[config.mk]
export PLATFORM = sky130hd
export DESIGN_NAME = alu_share_arbiter
export DESIGN_NICKNAME = d
export VERILOG_FILES = /design/src/rtl/alu_share_arbiter.sv
export SDC_FILE = /design/constraint.sdc
export NUM_CORES = 1
export LEC_CHECK = 0
export BUFFER_PORTS_ARGS = -buffer_cell sky130_fd_sc_hd__buf_2
export CORE_AREA = 2 2 94 96
export DETAILED_ROUTE_END_ITERATION = 6
export DIE_AREA = 0 0 96 98
export PLACE_DENSITY = 0.83
export SETUP_SLACK_MARGIN = 0.15
export SYNTH_ARGS = -nofsm -noshare
export SYNTH_HDL_FRONTEND = slang
export SYNTH_SLANG_ARGS = --single-unit
[constraint.sdc]
create_clock -name clk -period 4.2 [get_ports clk]
set_input_delay 0.21 -clock clk [delete_from_list [all_inputs] [get_ports clk]]
set_output_delay 0.21 -clock clk [all_outputs]
set_load 0.02 [all_outputs]
[src/rtl/alu_share_arbiter.sv]
// alu_share_arbiter: round-robin sharing of one combinational scalar ALU between NREQ requesters.
// Optional ALU_ARB_OPCHECK_EN rejects opcodes 001/111 with zeroed operands and an error response.
module alu_share_arbiter #(
    parameter int N    = 24,
    parameter int NREQ = 2,
    parameter int IDW  = 2
) (
    input  logic              clk,
    input  logic              rst,
    input  logic [NREQ-1:0]   req_valid,
    output logic [NREQ-1:0]   req_ready,
    input  logic [NREQ*N-1:0] req_a,
    input  logic [NREQ*N-1:0] req_b,
    input  logic [NREQ*3-1:0] req_ctrl,
    output logic [N-1:0]      alu_a,
    output logic [N-1:0]      alu_b,
    output logic [2:0]        alu_ctrl,
    input  logic [N-1:0]      alu_result,
    input  logic [3:0]        alu_flags,
    output logic [NREQ-1:0]   rsp_valid,
    input  logic [NREQ-1:0]   rsp_ready,
    output logic [N-1:0]      rsp_result,
    output logic [3:0]        rsp_flags,
    output logic              rsp_err,
    output logic [IDW-1:0]    gnt_id,
    output logic              busy
);
    typedef enum logic [1:0] {IDLE, EXEC, RESP} state_t;
    state_t           state_q;
    logic [IDW-1:0]   rr_ptr_q, gnt_q, pick;
    logic [N-1:0]     a_q, b_q, res_q, raw_a, raw_b;
    logic [2:0]       ctrl_q, raw_ctrl;
    logic [3:0]       flags_q;
    logic             err_q, ill_q, found, bad, rsp_hs;
    logic [2*NREQ-1:0] rot;
    always_comb begin
        rot   = {req_valid, req_valid} >> rr_ptr_q;
        pick  = rr_ptr_q;
        found = 1'b0;
        for (int k = NREQ - 1; k >= 0; k--) begin
            if (rot[k]) begin
                found = 1'b1;
                pick  = IDW'((int'(rr_ptr_q) + k) % NREQ);
            end
        end
    end
    always_comb begin
        raw_a    = '0;
        raw_b    = '0;
        raw_ctrl = '0;
        for (int i = 0; i < NREQ; i++) begin
            if (pick == IDW'(i)) begin
                raw_a    = req_a[i*N +: N];
                raw_b    = req_b[i*N +: N];
                raw_ctrl = req_ctrl[i*3 +: 3];
            end
        end
    end
`ifdef ALU_ARB_OPCHECK_EN
    assign bad = (raw_ctrl == 3'b001) || (raw_ctrl == 3'b111);
`else
    assign bad = 1'b0;
`endif
    assign req_ready  = (state_q == IDLE && found) ? NREQ'(1) << pick : '0;
    assign rsp_valid  = (state_q == RESP) ? NREQ'(1) << gnt_q : '0;
    assign rsp_hs     = |(rsp_valid & rsp_ready);
    assign alu_a      = a_q;
    assign alu_b      = b_q;
    assign alu_ctrl   = ctrl_q;
    assign rsp_result = res_q;
    assign rsp_flags  = flags_q;
    assign rsp_err    = err_q;
    assign gnt_id     = gnt_q;
    assign busy       = state_q != IDLE;
    always_ff @(posedge clk) begin
        if (rst) begin
            state_q  <= IDLE;
            rr_ptr_q <= '0;
            gnt_q    <= '0;
            a_q      <= '0;
            b_q      <= '0;
            ctrl_q   <= '0;
            res_q    <= '0;
            flags_q  <= '0;
            err_q    <= 1'b0;
            ill_q    <= 1'b0;
        end else begin
            case (state_q)
                IDLE: if (found) begin
                    // rejected opcodes still consume a slot but present a harmless add of zeros
                    a_q     <= bad ? '0 : raw_a;
                    b_q     <= bad ? '0 : raw_b;
                    ctrl_q  <= bad ? 3'b000 : raw_ctrl;
                    ill_q   <= bad;
                    gnt_q   <= pick;
                    state_q <= EXEC;
                end
                EXEC: begin
                    res_q   <= ill_q ? '0 : alu_result;
                    flags_q <= ill_q ? 4'b0000 : alu_flags;
                    err_q   <= ill_q;
                    state_q <= RESP;
                end
                RESP: if (rsp_hs) begin
                    err_q    <= 1'b0;
                    rr_ptr_q <= (gnt_q == IDW'(NREQ - 1)) ? '0 : gnt_q + 1'b1;
                    state_q  <= IDLE;
                end
                default: state_q <= IDLE;
            endcase
        end
    end
endmodule

# Word level (Yosys, flattened, before mapping)
# Index checks and enable logic that the tools add are counted.
# op_classes
addsub	2
eq_ne	6
shift	3
mux	18
n_bitwise	2
n_reduce_logical	10
# ops
op	n
$mux W24	4
$mux W2	7
$reduce_and A2 Y1	4
$eq A2 B1 Y1 const B	3
$mux W3	2
$pmux W2 S3	1
$logic_not A2 Y1	2
$ne A2 B2 Y1 const B	2
$reduce_bool A2 Y1	2
$shl A1 B2 Y2 const A	2
$shr A4 B2 Y2	1
$mux W1	3
$add A2 B1 Y2 const B	1
$and A2 B2 Y2	1
$eq A2 B2 Y1 const B	1
$pmux W1 S2	1
$reduce_or A2 Y1	1
$add A1 B1 Y1 const B	1
$and A1 B1 Y1 const A	1
$logic_and A1 B1 Y1	1
# totals
register_bits	86
input_bits	136
word_cells	50

# Logic depth before layout (Yosys ltp)
# logic_depth
ltp_word	7
ltp_mapped	6
depth_no_buf	4

# Least setup slack after synthesis
# No wires, ideal clock.
# synth_path
kind	register -> register
startpoint	reg rr_ptr_q[0]
endpoint	reg a_q[0], in the netlist alu_a[0]
arrival_time_ns	1.299
setup_slack_ns	2.769
stages_incl_launch_ff	6
n_path_buf	1
synth_period_minus_slack_ns	1.431
path_cell_list	dfxtp_1 inv_1 maj3_2 buf_6 a221oi_2 nor3_1
# synth_via
elab_chain_cells	7
# synth_rtl
element	line	text
start: declaration	30	logic [IDW-1:0] rr_ptr_q, gnt_q, pick;
start signal: assignment	106	rr_ptr_q <= (gnt_q == IDW'(NREQ - 1)) ? '0 : gnt_q + 1'b1;
$add A1 B1 Y1	43	pick = IDW'((int'(rr_ptr_q) + k) % NREQ);
$and A1 B1 Y1 (no line)	--	
$mux W2 (2 in a row)	41	if (rot[k]) begin
$logic_not A2 Y1	52	if (pick == IDW'(i)) begin
$mux W24 (2 in a row)	52	
end signal: assignment	91	a_q <= bad ? '0 : raw_a;
end: declaration	31	logic [N-1:0] a_q, b_q, res_q, raw_a, raw_b;
# Several ways; a longest one is shown, not always the timed one.
# A chain may end at the register's enable or synchronous reset.

# Final worst setup path
# layout_path
startpoint	reg state_q[1]
endpoint	out req_ready[1]
# layout_via
elab_chain_cells	3
# layout_rtl
element	line	text
start: declaration	29	state_t state_q;
start signal: assignment	77	state_q <= IDLE;
start signal: assignment	96	state_q <= EXEC;
start signal: assignment	102	state_q <= RESP;
$logic_not A2 Y1	64	assign req_ready = (state_q == IDLE && found) ? NREQ'(1) << pick : '0;
$logic_and A1 B1 Y1	64	
$mux W2	64	
end: declaration	11	output logic [NREQ-1:0] req_ready,
# No other way between the ends.

==> reports/summary.txt <==
status -> finished, final reports clean
DIE AREA -> 0.00941 mm^2
PnR worst setup slack -> 1.73 ns
Die Ht -> 98 um
Initial Utilization -> 0.436
Core Area -> 0.00847 mm^2
VDD IR max -> 0.177 mV
Worst EP required -> 3.99 ns
DP Wirelength -> 7360 um
syn_nets -> 533
register area share after synthesis -> 0.461
r2r endpoint -> alu_a[4]
Avg WL per Cell -> 14.1 um
Seq pwr share -> 0.419
antenna cell count -> 0
Syn-to-layout area delta -> 35.7%
Synth area leader -> dfxtp_1
yosys synthesis warning count -> 0
Crit. End Element -> primary output
Worst Min Path Start -> alu_result[3]
Worst Path Buf+Inv -> 2
commonest non-fill, non-tap cells in the layout -> 221 x buf_2, 85 x dfxtp_1, 60 x nand2_1, 57 x nor2_1, 51 x nor3_1
Residual DRC -> 0
initial antenna violation count -> 0
Tmin final -> 2.47 ns
hold buffer count at cts -> 0
fmax -> 404 MHz
commonest non-fill, non-tap cell in the layout -> buf_2
Clock transition at path regs -> 0.09 ns
CP arrival -> 2.26 ns
Tot GR Track Use -> 0.210
Synth top area share -> 0.461
clock share of power -> 0.298
CTS resizes -> 0
Clock Tree Buf Depth -> 2
syn_area_per_cell -> 9.30 um^2
Boundary Pins -> 223
Finish-stage setup viols -> 0
Final period util -> 0.589
Slew Viols, Final -> 0
crit-path max cell delay -> 0.87 ns
clk_skew -> 0.0107 ns
CP Capture Point -> req_ready[1]
IO buf count -> 221
CP Max Fanout -> 53
Crit Path Category -> flop to primary output
area of the multi-input gates -> 0.00177 mm^2
RSZ-0062 raised after global routing -> false
FF/Latch Area -> 0.00170 mm^2
WP depth -> 5
Max Cap Viol -> 0
GR Overflow Total -> 0
Mapped Area -> 0.00369 mm^2
Synth Instances -> 397
via count -> 3702
Clock Sinks -> 85
PwrDens -> 449 mW/mm^2
cell area after layout -> 0.00501 mm^2
Synth cell types -> 28
first-pass detailed-route iteration total -> 4
Die Wd -> 96 um
clock root cell -> clkbuf_8
CTS tree -> done
Tightest Pin Transition -> 1.16 ns
Post-DP Area -> 0.00477 mm^2
worst skew pair latency -> 0.34 ns
Setup WS pre-CTS -> 1.82 ns
vias in the first global route -> 3570
Final #Nets -> 733
DR iter-0 viols -> 96
sw frac -> 0.322
Vias per Instance -> 5.22
Worst Setup SP -> state_q[1]
htree depth -> 3
CP delay by family, top -> compound AO/OA/AOI/OAI gates
pin count of the biggest net entering global routing -> 86
row cnt -> 34
Hold WC Path Type -> input pin to flop
Final Hold Vio Count -> 0
first-pass GRT wire length -> 15900 um
Logic pwr share -> 0.283
Hold WS -> 0.102 ns
synth top area cells -> dfxtp_1 46%, a221oi_2 20%, nor3_1 6.9%
CTS Buf Count -> 9
worst reg2reg setup slack -> 1.86 ns
flops & latches, synth -> 85
Power Internal -> 1.52 mW
crit path max-delay cell type -> o21a_2
CP startpoint kind -> flop
worst-path cell chain -> nor2_1 -> o21a_2 -> nand2_1 -> inv_1 -> buf_2
RD Place Congestion -> 0.790
Relative slew margins -> 0.227
final WL -> 10000 um
Post CTS Setup Buffer Count -> 0
Worst Reg2Reg Path Length in Cells -> 5
r2r startpoint -> rr_ptr_q[1]
Leakage -> 2.35 nW
net switching power -> 0.722 mW
Routed Antenna Nets -> 0
# fillers -> 748
ratio of cells with drive above 1 in the final layout -> 0.496
setup_tns -> 0 ns
-- through the flow --
stage	cells	power, mW	utilization
floorplan	397	1.39	-
global placement	694	1.58	0.564
detailed placement	694	1.60	0.564
CTS	709	2.27	0.591
global route	709	2.38	0.591
finish	709	2.25	0.591
-- cells in the mapped netlist --
master and number:
a21oi_1 32, a221oi_1 1, clkbuf_1 13, buf_6 5
conb_1 1, a21boi_2 1, and2_1 1, nor3_1 51
o21ai_2 1, nor3b_1 3, a221oi_2 50, buf_4 6
maj3_2 1, a2bb2oi_1 1, or2_2 1, mux2i_1 1
o21a_1 1, o21bai_1 1, buf_1 3, a21o_1 1
buf_2 11, nor2b_1 3, nand2b_1 2, nand2_1 60
inv_1 3, nor2_1 57, dfxtp_1 85, o21ai_0 1
-- power by group through the flow --
stage	sequential [mW]	combinational, mW	clock, mW
after detailed placement	0.958	0.641	0
after global routing	0.952	0.697	0.727
after CTS	0.941	0.642	0.691
after global placement	0.956	0.622	0
after floorplan	1.06	0.333	0
final	0.941	0.637	0.669
-- registers in the layout, indices dropped and copies added, names as in the netlist --
signal	count
gnt_id	2
state_q	2
rsp_flags	4
alu_ctrl	3
alu_b	24
rsp_result	24
alu_a	24
rr_ptr_q	2
-- how the worst min path moves through the flow --
stage	end	slack (ns)	cells past startpoint
floorplan	rsp_result[10]	0.35	2
global placement	rsp_result[10]	0.44	2
detailed placement	rsp_result[14]	0.44	2
CTS	rsp_result[14]	0.08	3
global route	rsp_result[8]	0.08	3
finish	rsp_result[3]	0.10	3
-- final cells by class --
class | count | area share
Clock buffer | 9 | 0.0247
Clock inverter | 6 | 0.0225
Inverter | 3 | 0.00225
Multi-Input combinational cell | 271 | 0.354
Sequential cell | 85 | 0.340
Tap cell | 108 | 0.0270
Timing Repair Buffer | 227 | 0.230
-- kinds of logic after synthesis --
logic type / Yosys count / synth area share
other cells: 1 / 0.00102
mux: 1 / 0.00271
simple gates: 178 / 0.206
compound gates: 90 / 0.264
buf+inv: 41 / 0.0617
fa+ha+maj: 1 / 0.00305
flops: 85 / 0.461
-- tightest hold or removal path, delay by kind of cell --
kind,cells,cell delay [ns]
buffers and inverters,1,0.09
AOI/OAI and AO/OA,1,0.05
and+or+nand+nor,1,0.05
-- per-layer routing --
layer | up-vias | global-route usage | wire length, um
met1 | 1705 | 0.232 | 4080
met5 | - | 0 | 0
met3 | 25 | 0.0424 | 657
met4 | 0 | 0.0901 | 248
li1 | 1816 | - | -
met2 | 156 | 0.380 | 5020
Note: power is estimated with default switching activity, not from simulation.
